<file path="src/rtl/cpu_types_pkg.sv">
// Shared CPU types for the 5-stage pipeline.
//   regbits_t    : register index
//   word_t       : datapath word
//   ctrl_state_t : sequencing state of pipeline_ctrl
//   ctrl_out_t   : bundle of latch enables / flushes produced each cycle
package cpu_types_pkg;

    typedef logic [4:0]  regbits_t;
    typedef logic [31:0] word_t;

    typedef enum logic [1:0] {
        RUN    = 2'd0,
        DWAIT  = 2'd1,
        DRAIN  = 2'd2,
        HALTED = 2'd3
    } ctrl_state_t;

    typedef struct packed {
        logic pc_en;
        logic ifid_en;
        logic idex_en;
        logic exmem_en;
        logic memwb_en;
        logic ifid_flush;
        logic idex_flush;
        logic exmem_flush;
    } ctrl_out_t;

    // r0 is hardwired to zero, so a load targeting it never creates a hazard.
    function automatic logic load_use_hazard(input logic     ex_memread,
                                             input regbits_t ex_rd,
                                             input regbits_t id_rs,
                                             input regbits_t id_rt);
        return ex_memread && (ex_rd != '0) && ((ex_rd == id_rs) || (ex_rd == id_rt));
    endfunction

endpackage

</file>
<file path="src/rtl/sat_counter.sv">
// Saturating up-counter for performance statistics.
//   CLK   : clock, rising edge
//   nRST  : synchronous active-low reset, clears the count
//   inc   : add one this cycle (ignored once the count is all-ones)
//   count : current value
module sat_counter #(
    parameter int CNT_W = 16
) (
    input  logic             CLK,
    input  logic             nRST,
    input  logic             inc,
    output logic [CNT_W-1:0] count
);

    always_ff @(posedge CLK) begin
        if (!nRST) begin
            count <= '0;
        end else if (inc && (count != {CNT_W{1'b1}})) begin
            count <= count + 1'b1;
        end
    end

endmodule

</file>
<file path="src/rtl/pipeline_ctrl.sv">
// Hazard and sequencing controller for the 5-stage pipeline.
// Produces per-cycle PC / pipeline-latch enables and bubble-insert flushes
// from cache handshakes, load-use hazards, redirects and halt.
//   CLK, nRST                       : clock / synchronous active-low reset
//   ihit, dhit                      : icache / dcache completion
//   mem_dren, mem_dwen              : MEM-stage dmem read / write request
//   mem_branch_taken, mem_halt      : MEM-stage redirect / halt
//   id_jump, id_rs, id_rt           : ID-stage jump and source registers
//   ex_memread, ex_rd               : EX-stage load and destination register
//   pc_en, *_en                     : PC and latch enables
//   ifid/idex/exmem_flush           : insert bubble on next edge
//   halted                          : sticky halt indication
//   stall_cnt, flush_cnt            : saturating performance counters
module pipeline_ctrl
    import cpu_types_pkg::*;
#(
    parameter int CNT_W = 16
) (
    input  logic             CLK,
    input  logic             nRST,
    input  logic             ihit,
    input  logic             dhit,
    input  logic             mem_dren,
    input  logic             mem_dwen,
    input  logic             mem_branch_taken,
    input  logic             mem_halt,
    input  logic             id_jump,
    input  regbits_t         id_rs,
    input  regbits_t         id_rt,
    input  logic             ex_memread,
    input  regbits_t         ex_rd,
    output logic             pc_en,
    output logic             ifid_en,
    output logic             idex_en,
    output logic             exmem_en,
    output logic             memwb_en,
    output logic             ifid_flush,
    output logic             idex_flush,
    output logic             exmem_flush,
    output logic             halted,
    output logic [CNT_W-1:0] stall_cnt,
    output logic [CNT_W-1:0] flush_cnt
);

    ctrl_state_t state, state_nxt;
    ctrl_out_t   co;
    logic        dmem_pend;
    logic        stall_inc, flush_inc;

    assign dmem_pend = (mem_dren | mem_dwen) & ~dhit;

    always_comb begin
        co        = '0;
        state_nxt = state;
        stall_inc = 1'b0;
        flush_inc = 1'b0;
        case (state)
            // The cycle DWAIT sees its access complete is an ordinary RUN
            // cycle: the whole pipe advances and every RUN rule applies,
            // including a redirect or halt that was waiting behind the miss.
            RUN, DWAIT: begin
                if (dmem_pend) begin
                    state_nxt = DWAIT;
                end else begin
                    state_nxt = RUN;
                    if (mem_halt) begin
                        // Retire everything up to MEM, squash the younger ones.
                        co.memwb_en    = 1'b1;
                        co.ifid_flush  = 1'b1;
                        co.idex_flush  = 1'b1;
                        co.exmem_flush = 1'b1;
                        state_nxt      = DRAIN;
                    end else if (mem_branch_taken) begin
                        co             = '1;
                        flush_inc      = 1'b1;
                    end else if (load_use_hazard(ex_memread, ex_rd, id_rs, id_rt)) begin
                        // Hold PC and IF/ID, bubble into EX, let older ones go.
                        co.idex_flush  = 1'b1;
                        co.exmem_en    = 1'b1;
                        co.memwb_en    = 1'b1;
                        stall_inc      = 1'b1;
                    end else if (id_jump && ihit) begin
                        co             = '1;
                        co.idex_flush  = 1'b0;
                        co.exmem_flush = 1'b0;
                        flush_inc      = 1'b1;
                    end else if (!ihit) begin
                        co.ifid_flush  = 1'b1;
                        co.idex_en     = 1'b1;
                        co.exmem_en    = 1'b1;
                        co.memwb_en    = 1'b1;
                    end else begin
                        co.pc_en       = 1'b1;
                        co.ifid_en     = 1'b1;
                        co.idex_en     = 1'b1;
                        co.exmem_en    = 1'b1;
                        co.memwb_en    = 1'b1;
                    end
                end
            end
            DRAIN: begin
                // One cycle to write back the instruction ahead of the halt.
                co.memwb_en = 1'b1;
                state_nxt   = HALTED;
            end
            HALTED: begin
                state_nxt = HALTED;
            end
            default: begin
                state_nxt = RUN;
            end
        endcase

        if (!nRST) begin
            co        = '0;
            stall_inc = 1'b0;
            flush_inc = 1'b0;
        end
    end

    always_ff @(posedge CLK) begin
        if (!nRST) begin
            state <= RUN;
        end else begin
            state <= state_nxt;
        end
    end

    assign pc_en       = co.pc_en;
    assign ifid_en     = co.ifid_en;
    assign idex_en     = co.idex_en;
    assign exmem_en    = co.exmem_en;
    assign memwb_en    = co.memwb_en;
    assign ifid_flush  = co.ifid_flush;
    assign idex_flush  = co.idex_flush;
    assign exmem_flush = co.exmem_flush;
    assign halted      = (state == HALTED);

    sat_counter #(.CNT_W(CNT_W)) u_stall_cnt (
        .CLK   (CLK),
        .nRST  (nRST),
        .inc   (stall_inc),
        .count (stall_cnt)
    );

    sat_counter #(.CNT_W(CNT_W)) u_flush_cnt (
        .CLK   (CLK),
        .nRST  (nRST),
        .inc   (flush_inc),
        .count (flush_cnt)
    );

endmodule

</file>
<file path="config.mk">
export PLATFORM = sky130hd
export DESIGN_NAME = pipeline_ctrl
export DESIGN_NICKNAME = d
export VERILOG_FILES = /design/src/rtl/cpu_types_pkg.sv /design/src/rtl/sat_counter.sv /design/src/rtl/pipeline_ctrl.sv
export SDC_FILE = /design/constraint.sdc
export NUM_CORES = 1
export LEC_CHECK = 0
export ABC_AREA = 1
export CAP_MARGIN = 10
export CORE_ASPECT_RATIO = 1.4
export CORE_MARGIN = 4
export CORE_UTILIZATION = 40
export CTS_CLUSTER_DIAMETER = 80
export CTS_CLUSTER_SIZE = 14
export DETAILED_ROUTE_END_ITERATION = 6
export PLACE_DENSITY = 0.72
export SLEW_MARGIN = 10
export SYNTH_ARGS = -nofsm -noshare
export SYNTH_HDL_FRONTEND = slang
export SYNTH_SLANG_ARGS = --single-unit
</file>
<file path="constraint.sdc">
create_clock -name CLK -period 1.65 [get_ports CLK]
set_input_delay 0.165 -clock CLK [delete_from_list [all_inputs] [get_ports CLK]]
set_output_delay 0.165 -clock CLK [all_outputs]
set_load 0.005 [all_outputs]
</file>
==> run_results.csv, run 1 <==
group,metric,value,unit
sta,hold_slack,307,ps
sta,clock_skew,11.7,ps
critical_path,crit_buf_inv,1,
cts,clockBufferDepth,2,
critical_path,crit_chain,"ha_2 -> nand2_2 -> nor2_4 -> nand3_2 -> nor3_4 -> nor2_4 -> buf_6 -> nand4_1 -> a21oi_2",
logic_synthesis,synth_top_cells_by_count,"nand2_1, a21oi_1, dfxtp_1, nor2_1, inv_1",
min_path,min_from,"dhit",
finish,antenna_cells,0,
global_routing,grt_start_max_net_pins,18,
critical_path,rr_worst_depth,9,
critical_path,crit_arrival,1770,ps
logic_synthesis,avgSynthCellArea,6.51,um^2
pwr,p_per_area,518,mW/mm^2
cts,clock_sinks,34,
logic_synthesis,synth_edf_count,0,
logic_synthesis,syn_nets,372,
critical_path,rrSetupSlack,50,ps
route,drt_iter0_drc,158,
cts,numCtsBuffers,5,
critical_path,crit_fanout,7,
logic_synthesis,synth.top_cell.area_share,30.3,%
global_routing,grt_use_total,20.9,%
floorplanning,die_height,96.6,um
logic_synthesis,ys_types,28,
logic_synthesis,yosys.area.top_type,"dfxtp_1",
sta,max_slew_margin,81.9,%
place,place.gp.congestion,0.952,
critical_path,crit_type,"reg -> reg",
critical_path,cp_common_cell,"nor2_4",
pwr,irDropWorstVdd,0.346,mV
sta,finalMaxSlewViolations,0,
flow_run,maxCapViolCount,0,
finish,post-route-cell-area,0.00369,mm^2
logic_synthesis,syn_area,0.00224,mm^2
floorplanning,start_util,40.9,%
logic_synthesis,ys_seq_elements,34,
global_routing,grt_overflow_total,0,
global_routing,grt_pass1_vias,2602,
cts,cts_tree,"done",
route,drc,0,
sta,fin_tns_setup,0,ps
floorplanning,io_pins,66,
cts,htreeDepth,2,
critical_path,r2r_end,"u_flush_cnt.count[3]",
floorplanning,rows,32,
cts,cts.hold.buffers_added,0,
floorplanning,fp.dieW,71.3,um
critical_path,cp-start-kind,"flop",
place,placed_cell_area,0.00332,mm^2
route,drt-vias-per-instance,5.13,
critical_path,crit_start,"u_flush_cnt.count[1]",
logic_synthesis,yosys.cell_count.top_type,"nand2_1",
critical_path,cp-end-kind,"flop",
critical_path,cpLargestDelayFamily,"simple AND/OR/NAND/NOR gates",
finish,nNetsFinal,494,
route,wl_per_cell,14.4,um
sta,worstMarginPinSlew,270,ps
place,dp_hpwl,5.34,mm
min_path,hold_end,"state[0]",
floorplanning,core,0.00549,mm^2
status,outcome,"finished clean",
cts,clock_latency,290,ps
min_path,whs_path_depth,4,
logic_synthesis,synth-async-reset-ratio,0,%
min_path,hp-class,"in -> reg",
critical_path,r2r-start,"u_flush_cnt.count[1]",
cts,clk_pin_slew,70,ps
sta,period_minus_slack,1600,ps
finish,post-route-util,67.3,%
place,io_buffers,65,
cts,root_buffer,"clkbuf_8",
route,firstDrtPassIters,4,
critical_path,cp_slowest_stage_delay,330,ps
logic_synthesis,ys_top_cells_by_area,"dfxtp_1, nand2_1, a21oi_1",
logic_synthesis,yosysWarnings,0,
sta,hold_viol,0,
route,vias,2747,
route,wl,7.69,mm
critical_path,worst_path_max_delay_cell,"dfxtp_2",
sta,period_share,96.7,%
global_routing,grt_pass1_wl,11.7,mm
logic_synthesis,seq_area_frac_synth,30.3,%
sta,setup_viol,0,
pwr,leakagePower,1.64,nW
route,ant_nets,0,
finish,drive_gt1_share,24.6,%
sta,fmax,627,MHz
global_routing,grt_antenna_before_repair,0,
critical_path,crit_required,1830,ps
logic_synthesis,ys.flop_type,"dfxtp_1",
floorplanning,die_area,0.00689,mm^2
logic_synthesis,synthCells,345,
finish,syn_to_final_growth,64.5,%
## worst reg2reg max path: cells and delay by family, from the launching register on
| kind | cells | cell delay, ps |
|---|---|---|
| simple gates | 6 | 760 |
| flops | 1 | 330 |
| fa+ha+maj | 1 | 180 |
| compound gates | 1 | 60 |
| buf+inv | 1 | 150 |
## power by group
group / internal [W] / switching [W]
clock network: 0.000484 / 0.000311
registers: 0.000827 / 0.00000366
logic: 0.000139 / 0.000146
## sequential cells by signal (all words and copies together) (netlist names)
signal             flops
u_stall_cnt.count     16
u_flush_cnt.count     16
state                  2
## cells in the final DEF, fill, tap and decap left out, types with 2 or more instances in the layout
cell type,netlist,final
inv_2,3,6
clkbuf_2,0,4
buf_6,2,3
clkdlybuf4s50_1,0,39
dfxtp_2,0,5
nand2_4,0,2
nand3_4,2,4
clkbuf_8,0,6
nand3_1,17,15
nor3_1,5,3
dlygate4sd2_1,0,3
buf_4,2,50
nand2_1,106,102
clkbuf_16,0,2
dlymetal6s2s_1,0,12
buf_8,0,2
nor3_4,0,2
nand4_1,20,20
nor2_4,2,3
a21oi_1,37,32
clkdlybuf4s15_1,0,2
clkdlybuf4s15_2,0,2
o21ai_1,0,2
xor2_1,15,15
nand2_2,2,4
buf_2,1,3
xnor2_1,14,14
nand3_2,0,2
a21oi_2,0,5
inv_1,31,28
nor2_1,34,33
dfxtp_1,34,29
## layer usage
metal  routed length, um  GRT usage, %
met1                2900          22.7
met2                4250          37.4
met3                 294          4.16
met4                 242          10.1
met5                   0             0
## final cells by class
type	instances	area [um^2]
fillers	453	1790
multi-input cells	268	1520
repair buffers	123	1150
flip-flops and latches	34	687
inverters	35	134
well taps	68	85.1
clock buffers	6	82.6
clock inverters	1	30.0
## stage by stage
| step | setup WS (ps) | instances | power, W |
|---|---|---|---|
| 2_1_floorplan | 28.4 | 345 | 0.000954 |
| 3_3_place_gp | -418 | 520 | 0.00111 |
| 3_5_place_dp | -459 | 520 | 0.00111 |
| 4_1_cts | -88.4 | 531 | 0.00190 |
| 5_1_grt | -39.4 | 535 | 0.00198 |
| 6_report | 55.0 | 535 | 0.00191 |
## what timing repair did
item | 4_1_cts | 5_1_grt
endpoints found under the hold margin | 0 | 0
endpoints found under the setup margin | 25 | 39
resized for setup | 34 | 62
pin swaps | 8 | 22
setup buffers | 4 | 0
cloned | 0 | 4
## how the worst max path moves through the flow
stage,end,cells past startpoint,slack (ps)
2_1_floorplan,u_stall_cnt.count[3],8,30
3_3_place_gp,pc_en,9,-420
3_5_place_dp,ifid_flush,10,-460
4_1_cts,ifid_flush,11,-90
5_1_grt,ifid_en,12,-40
6_report,u_flush_cnt.count[3],9,50
## cell families after synthesis
| family | share of synthesized area (%) |
|---|---|
| compound gates | 9.42 |
| xor+xnor | 11.3 |
| fa+ha+maj | 1.11 |
| buf+inv | 8.58 |
| flops | 30.3 |
| simple gates | 39.2 |
Note: power is estimated with default switching activity, not from simulation.
==> run 2, diff against run 1 <==
--- a/config.mk
+++ b/config.mk
@@ -18,3 +18,4 @@
 export SYNTH_ARGS = -nofsm -noshare
 export SYNTH_HDL_FRONTEND = slang
 export SYNTH_SLANG_ARGS = --single-unit
+export TNS_END_PERCENT = 5
==> run 2 against run 1 <==
- flip-flop and latch count is the same
- combinational power shrank 5%
- power shrank 1.3%
- largest power group unchanged
==> run_results.csv, run 2 (same netlist as run 1, synthesis figures left out) <==
group,metric,value,unit
status,outcome,"finished clean",
finish,post-route-util,65.5,%
cts,clk_pin_slew,70,ps
pwr,switching_share,23.5,%
floorplanning,start_util,40.9,%
global_routing,grt_start_max_net_pins,18,
floorplanning,io_pins,66,
route,wl,7.29,mm
pwr,pwr-share-seq,44.0,%
critical_path,crit_type,"in -> out",
route,ant_nets,0,
sta,clock_skew,9.10,ps
place,placed_cells,520,
sta,rsz0062_at_grt,"yes",
critical_path,crit_buf_inv,4,
floorplanning,die_area,0.00689,mm^2
finish,final_cell_mix,"nand2_1, buf_4, clkdlybuf4s50_1",
finish,drive_gt1_share,22.0,%
place,place.gp.congestion,0.952,
pwr,clock_power_share,41.7,%
critical_path,crit_required,1480,ps
pwr,p_comb_share,14.3,%
cts,numCtsBuffers,5,
cts,clock_latency,290,ps
cts,clock_sinks,34,
global_routing,grt_pass1_vias,2594,
sta,setup_viol,0,
floorplanning,rows,32,
finish,layout_commonest_cell,"nand2_1",
sta,fin_tns_setup,0,ps
sta,finalMaxSlewViolations,0,
pwr,irDropWorstVdd,0.353,mV
cts,clockBufferDepth,2,
global_routing,grt_use_total,20.7,%
finish,final_cells,531,
route,firstDrtPassIters,6,
global_routing,grt_antenna_before_repair,0,
sta,period_share,99.7,%
floorplanning,fp.dieW,71.3,um
sta,period_minus_slack,1640,ps
critical_path,crit_arrival,1480,ps
route,drt_iter0_drc,133,
sta,worstMarginPinSlew,248,ps
place,io_buffers,65,
min_path,hp-class,"reg -> reg",
floorplanning,core,0.00549,mm^2
route,vias,2690,
critical_path,cp-end-kind,"output port",
pwr,power,0.00189,W
cts,htreeDepth,2,
critical_path,cpLargestDelayFamily,"buffers and inverters",
critical_path,crit_fanout,5,
pwr,net-switching-power,0.000444,W
pwr,leakagePower,1.53,nW
global_routing,grt_pass1_wl,11.7,mm
finish,syn_to_final_growth,60.1,%
sta,max_slew_margin,83.3,%
pwr,p_per_area,525,mW/mm^2
sta,fmax,608,MHz
finish,nNetsFinal,490,
critical_path,worst_path_max_delay_cell,"clkdlybuf4s50_1",
critical_path,cp_slowest_stage_delay,380,ps
sta,hold_viol,0,
pwr,intPower,0.00144,W
cts,cts_tree,"done",
floorplanning,die_height,96.6,um
route,wl_per_cell,13.7,um
place,dp_hpwl,5.34,mm
global_routing,grt_overflow_total,0,
cts,root_buffer,"clkbuf_8",
critical_path,crit_chain,"clkdlybuf4s50_1 -> o21bai_2 -> nand4_1 -> clkinv_1 -> buf_4 -> dlygate4sd2_1",
route,drc,0,
finish,antenna_cells,0,
cts,cts.hold.buffers_added,0,
route,drt-vias-per-instance,5.07,
flow_run,maxCapViolCount,0,
finish,reg.largest.list,"u_flush_cnt.count x16, u_stall_cnt.count x16, state x2",
critical_path,cp-start-kind,"input port",
-- run 2: changes by cell type in the layout (fill, tap and decap cells not counted), moves of 2 or more --
cell / before / now
clkdlybuf4s50_1: 39 / 44
dlygate4sd2_1: 3 / 8
dlymetal6s2s_1: 12 / 8
a21oi_1: 32 / 29
buf_6: 3 / 0
dfxtp_1: 29 / 32
dfxtp_2: 5 / 2
a21oi_2: 5 / 7
buf_4: 50 / 52
clkbuf_2: 4 / 2
clkdlybuf4s15_1: 2 / 0
clkdlybuf4s15_2: 2 / 0
nand3_2: 2 / 0
-- run 2: stage by stage --
stage                     instance area [um^2]  setup WS [ps]  hold WS (ps)
after detailed placement                  3320           -459           495
after CTS                                 3450          -93.9           507
final                                     3590           5.74           507
after floorplan                           2240           28.4           285
after global routing                      3590          -69.4           538
after global placement                    3320           -418           488
-- run 2: worst reg2reg max path, cell delays in order (launching register included) --
cell,delay (ps)
dfxtp_2,360
ha_4,160
nand3_4,90
nor3_4,210
a21oi_2,80
buf_4,150
nand4_4,110
clkbuf_16,160
nand2_1,50
a21oi_1,130
-- run 2: layout make-up --
type / count / area (um^2)
clock inverters: 1 / 30.0
repair buffers: 121 / 1110
fillers: 463 / 1890
flip-flops and latches: 34 / 683
well taps: 68 / 85.1
multi-input cells: 266 / 1480
clock buffers: 6 / 82.6
inverters: 35 / 131
-- run 2: path summary, 6_finish.rpt --
path / from / to / slack [ps] / cells after the start
setup / recovery: dhit / exmem_en / 6 / 6
hold / removal: u_flush_cnt.count[12] / u_flush_cnt.count[12] / 510 / 2
setup reg to reg: u_stall_cnt.count[0] / u_stall_cnt.count[11] / 90 / 9
hold reg to reg: u_flush_cnt.count[12] / u_flush_cnt.count[12] / 510 / 2
-- run 2: what timing repair did --
action / in CTS / in global routing
endpoints found under the setup margin: 25 / 39
resized for setup: 28 / 41
setup buffers: 3 / 0
pin swaps: 4 / 15
cloned: 0 / 1
endpoints found under the hold margin: 0 / 0
-- run 2: power groups by stage --
stage	Sequential (W)	Combinational [W]	Clock (W)
detailed placement	0.000848	0.000264	0
floorplan	0.000850	0.000105	0
global route	0.000830	0.000294	0.000842
CTS	0.000829	0.000261	0.000807
finish	0.000830	0.000270	0.000786
global placement	0.000848	0.000260	0
-- run 2: routing by layer --
layer | wire [um] | vias up | part of all wire (%) | track usage [%]
met1 | 2780 | 1252 | 38 | 22.3
met4 | 178 | 0 | 2.4 | 9.55
met5 | 0 | - | 0 | 0
met2 | 4070 | 78 | 56 | 37.6
li1 | - | 1344 | - | -
met3 | 261 | 16 | 3.6 | 4.16
